`src/rtl/scaler_pkg.sv`:
```
// ============================================================================
//  scaler_pkg
//  Shared constants and controller state encoding for the scaler step logic.
//  Revision: 1.0
// ============================================================================
`default_nettype none

package scaler_pkg;

    localparam int          FRAC_BITS  = 12;
    localparam int          STEP_WIDTH = 16;
    localparam logic [15:0] SCALE_ONE  = 16'd4096;

    typedef enum logic [1:0] {
        IDLE  = 2'd0,
        CHECK = 2'd1,
        DIV   = 2'd2,
        DONE  = 2'd3
    } scaler_state_t;

endpackage

`default_nettype wire

```
`src/rtl/udiv_seq.sv`:
```
// ============================================================================
//  udiv_seq
//  Sequential restoring unsigned divider, one quotient bit per cycle, MSB first.
//  Revision: 1.0
// ============================================================================
`default_nettype none

module udiv_seq #(
    parameter int DIVIDEND_W = 25,
    parameter int DIVISOR_W  = 13
) (
    input  logic                  clk,
    input  logic                  rst,
    input  logic                  start,
    input  logic [DIVIDEND_W-1:0] dividend,
    input  logic [DIVISOR_W-1:0]  divisor,
    output logic                  done,
    output logic [DIVIDEND_W-1:0] quotient
);

    localparam int RW = DIVISOR_W + 1;
    localparam int CW = $clog2(DIVIDEND_W + 1);

    logic [DIVIDEND_W-1:0] r_quo;
    logic [RW-1:0]         r_rem;
    logic [DIVISOR_W-1:0]  r_dvs;
    logic [CW-1:0]         r_cnt;

    logic [RW:0]           w_rem_sh;
    logic [RW:0]           w_diff;
    logic                  w_ge;

    // The dividend register doubles as the quotient: its MSB shifts into the
    // remainder while the new quotient bit shifts in at the LSB.
    assign w_rem_sh = {r_rem, r_quo[DIVIDEND_W-1]};
    assign w_ge     = (w_rem_sh >= (RW+1)'(r_dvs));
    assign w_diff   = w_rem_sh - (RW+1)'(r_dvs);

    always_ff @(posedge clk) begin
        if (rst) begin
            r_quo <= '0;
            r_rem <= '0;
            r_dvs <= '0;
            r_cnt <= '0;
        end else if (start) begin
            r_quo <= dividend;
            r_rem <= '0;
            r_dvs <= divisor;
            r_cnt <= CW'(DIVIDEND_W);
        end else if (r_cnt != '0) begin
            r_rem <= RW'(w_ge ? w_diff : w_rem_sh);
            r_quo <= {r_quo[DIVIDEND_W-2:0], w_ge};
            r_cnt <= r_cnt - CW'(1);
        end
    end

    // High during the final iteration; quotient is valid the following cycle.
    assign done     = (r_cnt == CW'(1));
    assign quotient = r_quo;

endmodule

`default_nettype wire

```
`src/rtl/scaler_step_ctrl.sv`:
```
// ============================================================================
//  scaler_step_ctrl
//  Computes the 4.12 horizontal scale step and applies it at frame boundaries.
//  Revision: 1.0
// ============================================================================
`default_nettype none

module scaler_step_ctrl #(
    parameter int WIDTH_BITS = 13,
    parameter int FRAC_BITS  = 12,
    parameter int STEP_WIDTH = 16
) (
    input  logic                  clk,
    input  logic                  rst,
    input  logic [WIDTH_BITS-1:0] cfg_in_width,
    input  logic [WIDTH_BITS-1:0] cfg_out_width,
    input  logic                  cfg_wr,
    output logic                  cfg_busy,
    output logic                  cfg_err,
    input  logic                  vs_i,
    output logic [STEP_WIDTH-1:0] scale_step,
    output logic                  step_pending,
    output logic                  step_update
);

    import scaler_pkg::*;

    localparam int                  DW         = WIDTH_BITS + FRAC_BITS;
    localparam logic [STEP_WIDTH-1:0] c_step_one = STEP_WIDTH'(1) << FRAC_BITS;

    scaler_state_t         r_state;
    logic [WIDTH_BITS-1:0] r_in_w;
    logic [WIDTH_BITS-1:0] r_out_w;
    logic                  r_busy;
    logic                  r_err;
    logic                  r_vs_d;
    logic [STEP_WIDTH-1:0] r_step;
    logic [STEP_WIDTH-1:0] r_pend_val;
    logic                  r_pending;
    logic                  r_update;

    logic                  w_widths_ok;
    logic                  w_div_start;
    logic                  w_div_done;
    logic [DW-1:0]         w_quo;
    logic                  w_ovf;
    logic                  w_vs_rise;

    assign w_widths_ok = (r_in_w != '0) && (r_out_w != '0);
    assign w_div_start = (r_state == CHECK) && w_widths_ok;
    assign w_ovf       = |w_quo[DW-1:STEP_WIDTH];
    assign w_vs_rise   = vs_i && !r_vs_d;

    udiv_seq #(
        .DIVIDEND_W (DW),
        .DIVISOR_W  (WIDTH_BITS)
    ) u_div (
        .clk      (clk),
        .rst      (rst),
        .start    (w_div_start),
        .dividend ({r_in_w, {FRAC_BITS{1'b0}}}),
        .divisor  (r_out_w),
        .done     (w_div_done),
        .quotient (w_quo)
    );

    always_ff @(posedge clk) begin
        if (rst) begin
            r_state    <= IDLE;
            r_in_w     <= '0;
            r_out_w    <= '0;
            r_busy     <= 1'b0;
            r_err      <= 1'b0;
            r_vs_d     <= 1'b0;
            r_step     <= c_step_one;
            r_pend_val <= c_step_one;
            r_pending  <= 1'b0;
            r_update   <= 1'b0;
        end else begin
            r_vs_d   <= vs_i;
            r_update <= 1'b0;

            // The frame edge reads the pending state from before this cycle, so a
            // result completing in DONE right now waits for the next edge.
            if (w_vs_rise && r_pending) begin
                r_step    <= r_pend_val;
                r_pending <= 1'b0;
                r_update  <= 1'b1;
            end

            case (r_state)
                IDLE: begin
                    if (cfg_wr) begin
                        r_in_w  <= cfg_in_width;
                        r_out_w <= cfg_out_width;
                        r_err   <= 1'b0;
                        r_busy  <= 1'b1;
                        r_state <= CHECK;
                    end
                end
                CHECK: begin
                    if (!w_widths_ok) begin
                        r_err   <= 1'b1;
                        r_busy  <= 1'b0;
                        r_state <= IDLE;
                    end else begin
                        r_state <= DIV;
                    end
                end
                DIV: begin
                    if (w_div_done) begin
                        r_state <= DONE;
                    end
                end
                DONE: begin
                    if (w_ovf) begin
                        r_err <= 1'b1;
                    end else begin
                        r_pend_val <= STEP_WIDTH'(w_quo);
                        r_pending  <= 1'b1;
                    end
                    r_busy  <= 1'b0;
                    r_state <= IDLE;
                end
                default: r_state <= IDLE;
            endcase
        end
    end

    assign cfg_busy     = r_busy;
    assign cfg_err      = r_err;
    assign scale_step   = r_step;
    assign step_pending = r_pending;
    assign step_update  = r_update;

endmodule

`default_nettype wire
```
`config.mk`:
```
export PLATFORM = sky130hd
export DESIGN_NAME = scaler_step_ctrl
export DESIGN_NICKNAME = d
export VERILOG_FILES = /design/src/rtl/scaler_pkg.sv /design/src/rtl/udiv_seq.sv /design/src/rtl/scaler_step_ctrl.sv
export SDC_FILE = /design/constraint.sdc
export NUM_CORES = 1
export LEC_CHECK = 0
export BUFFER_PORTS_ARGS = -buffer_cell sky130_fd_sc_hd__buf_2
export CAP_MARGIN = 5
export CORE_MARGIN = 2
export CORE_UTILIZATION = 30
export CTS_BUF_LIST = sky130_fd_sc_hd__clkbuf_4
export DETAILED_ROUTE_END_ITERATION = 12
export GPL_TIMING_DRIVEN = 0
export MAX_ROUTING_LAYER = met4
export PLACE_DENSITY_LB_ADDON = 0.1
export SLEW_MARGIN = 25
export SYNTH_ARGS = -nofsm -noshare
export SYNTH_HDL_FRONTEND = slang
export SYNTH_HIERARCHICAL = 1
export SYNTH_SLANG_ARGS = --single-unit
```
`constraint.sdc`:
```
create_clock -name clk -period 2.49 [get_ports clk]
set_input_delay 0.498 -clock clk [delete_from_list [all_inputs] [get_ports clk]]
set_output_delay 0.498 -clock clk [all_outputs]
set_load 0.02 [all_outputs]
```
==> summary by stage <==
Critical path
The critical path's most frequent cell is sky130_fd_sc_hd__inv_1. The worst register-to-register path has a depth of 10. In this design, the largest share of critical-path delay is due to compound AO/OA/AOI/OAI gates. STA classifies the critical path endpoint as a flip-flop. In this run the number of cells on the critical path is 10.

The critical path's slowest cell is sky130_fd_sc_hd__fa_1. The critical path is of the reg -> reg type. The kind of start point of the critical path is a flip-flop. The data arrival at the endpoint of the critical path is 2730 ps.

The critical path starts at u_div/quotient[24]. The maximum fanout along the worst path is 4. The setup slack on the worst flop-to-flop path is 160 ps.

The beginning of the worst register-to-register path is u_div/quotient[24]. The capturing instance or port of the critical path is u_div/r_rem[12]. The largest single stage delay on the critical path is about 400 ps.

Traced cell by cell, the critical path runs through inv_1, ha_1, inv_1, fa_1, a21oi_2, o211ai_1, and4_1, a211oi_2, xor2_1, o21ai_0. The endpoint identified for the worst register-to-register timing path is u_div/r_rem[12]. The count of buffer and inverter cells on the critical path is 2.

For the worst setup path, the data required time is between 2000 and 3000 ps.

Die
The region available for standard cell placement spans 17960 um^2. The chip width is roughly 140 um. The height of the die is 139.1 um. The floorplan has 49 rows. The I/O pin count is 50. The area of the die is 19340 um^2.

Once the floorplan was initialized, standard cells occupied 30.47% of the core.

STA
The max-slew violation total from the final report is 0. Headroom to the max-slew limit came out at about 60%. The clock skew after layout is approximately 18 ps. The worst path uses between 90% and 100% of the clock period. The number of hold violations in the final report is 0. Setup violations remaining at the end of the flow were counted as 0. At the pin with the least slew margin, the transition time is 595.2 ps. The worst path needs roughly 2300 ps of the cycle, external delays included. The achievable clock frequency is between 400 and 500 MHz.

Setup repair after global routing left no endpoint under its margin. The worst hold-check slack is roughly 220 ps.

Final layout
The number of antenna diodes is 0. The fraction of layout instances using a drive strength above 1 is 14.01%. Relative to the synthesized area, the layout overhead comes to 17.17%. Once layout is complete, the cells apart from fillers number 1014. The final instance area is 6414 um^2. Counting the fill cells in the layout gives 1959.

The layout net count is 819. The utilization after layout is between 30 and 40%.

Clock tree
The clock-pin transition on the worst setup and hold timing paths is 110 ps. The later pin in the worst-skew pair is clocked with a latency of 510 ps. Counting along the longest clock path gives a buffer depth of 2. The clock tree from TritonCTS is built. The maximum level of the CTS H-tree is 4. The clock tree root buffer cell is sky130_fd_sc_hd__clkbuf_4. The number of hold buffers added after CTS was 0.

Counting the buffers created by CTS gives 17. CTS saw between 100 and 150 sinks.

Logic synthesis
For this run, the leading register cell type out of synthesis is sky130_fd_sc_hd__dfxtp_1. Ranked by total cell area, the synthesized netlist is headed by sky130_fd_sc_hd__dfxtp_1 (45%), sky130_fd_sc_hd__nand2_1 (10%), sky130_fd_sc_hd__a21oi_1 (9.9%), sky130_fd_sc_hd__mux2i_1 (6.0%), sky130_fd_sc_hd__nor2_1 (5.1%). Sorting the synthesized cells by how often they occur yields sky130_fd_sc_hd__nand2_1 (151), sky130_fd_sc_hd__dfxtp_1 (122), sky130_fd_sc_hd__a21oi_1 (108). The synthesized flop and latch total is 122. The number of different library cells used by synthesis comes to 49. The share of flip-flops with an asynchronous set or reset is 0%. The count of yosys warnings during synthesis is 6.

The most repeated cell in the gate-level netlist after synthesis is sky130_fd_sc_hd__nand2_1. The summed instance area of the synthesized netlist is ~5500 um^2. The sequential element share of the synthesized area is 44.62%. Summed over its instances, the top area cell type makes up between 40 and 50% of the synthesized netlist area. Synthesis produced 693 cells.

The average footprint of a synthesized cell is between 7 and 8 um^2. The cell type with the largest total area after synthesis is sky130_fd_sc_hd__dfxtp_1. The synthesized design contains 0 enable-type register cells.

Pwr
For this design the ratio of total power to cell area is 991.7 nW/um^2. After layout, the design draws a total of 6.360 mW. The static leakage is 2.593 nW. Across the VDD grid, the largest voltage drop is 361.5 uV.

Route
The number of remaining DRC errors is 0. The average detailed-routed wire length per instance is 14.19 um. The detailed router placed 4800 vias in this run.

The sum of routed wire length over all layers is 14390 um. The pre-antenna-repair detailed-routing pass consisted of 4 iterations. Dividing the detail-routed via count by the number of cells gives 4.734. The initial detailed-routing violation count is 220. The count of antenna-violating nets left after detailed routing is 0.

Global routing
The first global-routing pass estimated roughly 24000 um of wire. The sum of overflow across all layers after global routing is 0. Global routing used 15.62% of the available tracks. The initial antenna violation count came to 0.

The pin count of the biggest net entering global routing is 17. The number of global-route vias before repair came to 4523.

Outcome
The run finished with clean final reports.

Hold path
The worst hold path class is in -> reg.

Placement
The count of buffers from port buffering is 48. In this run, placement finished with an instance count of 981. The post-DP HPWL is about 11000 um.

Summing all placed instances gives a cell area of 6042 um^2. The last weighted congestion value of the routability-driven placer is 0.8032.

Run
The max-cap violation count is 0.
[layer usage]
layer | vias to the layer above | GRT usage (%) | routed length [um]
li1 | 2504 | - | -
met1 | 2216 | 19.86 | 7017
met2 | 74 | 25.15 | 6800
met3 | 6 | 4.144 | 491
met4 | 0 | 3.190 | 80
met5 | - | - | 0
[per-stage QoR]
step                      setup WS (ps)  TNS, ps
after floorplan                   425.1        0
after global placement           -110.8   -991.0
after detailed placement         -112.1   -913.1
after CTS                         28.84        0
after global routing              5.478        0
final                             162.5        0
[power breakdown]
group | internal [mW] | leakage (nW) | switching (mW)
Clock | 0.810 | 0.168 | 0.707
Sequential | 2.15 | 0.994 | 0.162
Combinational | 0.929 | 1.43 | 1.60
Total | 3.89 | 2.59 | 2.47
[sequential cells by signal (all words and copies together), names as in the netlist, named ones only]
signal          cells
cfg_busy            1
r_in_w             13
r_state             1
r_out_w            13
r_vs_d              1
r_pend_val         16
u_div/quotient     25
step_pending        1
u_div/r_cnt         5
u_div/r_rem        14
u_div/r_dvs        13
scale_step         16
step_update         1
cfg_err             1
[how the worst min path moves through the flow]
stage                           endpoint  cells past startpoint             start
final                         r_out_w[4]                      3  cfg_out_width[4]
after global routing          r_out_w[6]                      3  cfg_out_width[6]
after CTS                     r_out_w[4]                      3  cfg_out_width[4]
after detailed placement  scale_step[15]                      2    scale_step[15]
after global placement     scale_step[7]                      2     scale_step[7]
after floorplan            scale_step[0]                      2     r_pend_val[0]
[worst register-to-register path, delay by kind of cell, from the launching register on]
| family | cells | cell delay (ps) |
|---|---|---|
| fa+ha+maj | 2 | 540 |
| flops | 1 | 370 |
| simple gates | 1 | 250 |
| xor+xnor | 1 | 220 |
| compound gates | 4 | 730 |
| buf+inv | 2 | 130 |
[area by class of cell]
| class | instances | area, um^2 | area share (%) |
|---|---|---|---|
| Timing Repair Buffer | 49 | 247.7 | 3.863 |
| Clock buffer | 20 | 150.1 | 2.341 |
| Buffer | 43 | 212.7 | 3.316 |
| Sequential cell | 122 | 2444 | 38.10 |
| Multi-Input combinational cell | 517 | 2836 | 44.23 |
| Tap cell | 229 | 286.5 | 4.467 |
| Clock inverter | 12 | 153.9 | 2.400 |
| Inverter | 22 | 82.58 | 1.288 |
[cell families (layout without fill, tap and decap cells)]
group,count (synthesis),in the layout,synth area share (%)
AO/OA/AOI/OAI,161,161,16.25
XOR/XNOR,10,10,1.600
adder cells (fa/ha/maj),17,17,4.023
buffers and inverters,65,146,5.188
flip-flops,122,122,44.62
multiplexers,33,33,6.034
other,1,12,0.06851
AND/OR/NAND/NOR,284,284,22.22
[what timing repair did]
item | 4_1_cts | 5_1_grt
pin swaps | 0 | 3
endpoints found under the setup margin | 18 | 23
resized for setup | 4 | 18
setup buffers | 0 | 1
[placed cells by master, fill, tap and decap left out, types with 9 or more instances in the layout]
| master | n |
|---|---|
| sky130_fd_sc_hd__a21oi_1 | 106 |
| sky130_fd_sc_hd__buf_2 | 58 |
| sky130_fd_sc_hd__clkbuf_1 | 20 |
| sky130_fd_sc_hd__clkbuf_4 | 20 |
| sky130_fd_sc_hd__conb_1 | 12 |
| sky130_fd_sc_hd__dfxtp_1 | 121 |
| sky130_fd_sc_hd__ha_1 | 16 |
| sky130_fd_sc_hd__inv_1 | 22 |
| sky130_fd_sc_hd__mux2i_1 | 33 |
| sky130_fd_sc_hd__nand2_1 | 151 |
| sky130_fd_sc_hd__nand3_1 | 12 |
| sky130_fd_sc_hd__nor2_1 | 75 |
| sky130_fd_sc_hd__nor3_1 | 9 |
| sky130_fd_sc_hd__o21ai_0 | 23 |
No activity file was read; power rests on OpenSTA's default activity.
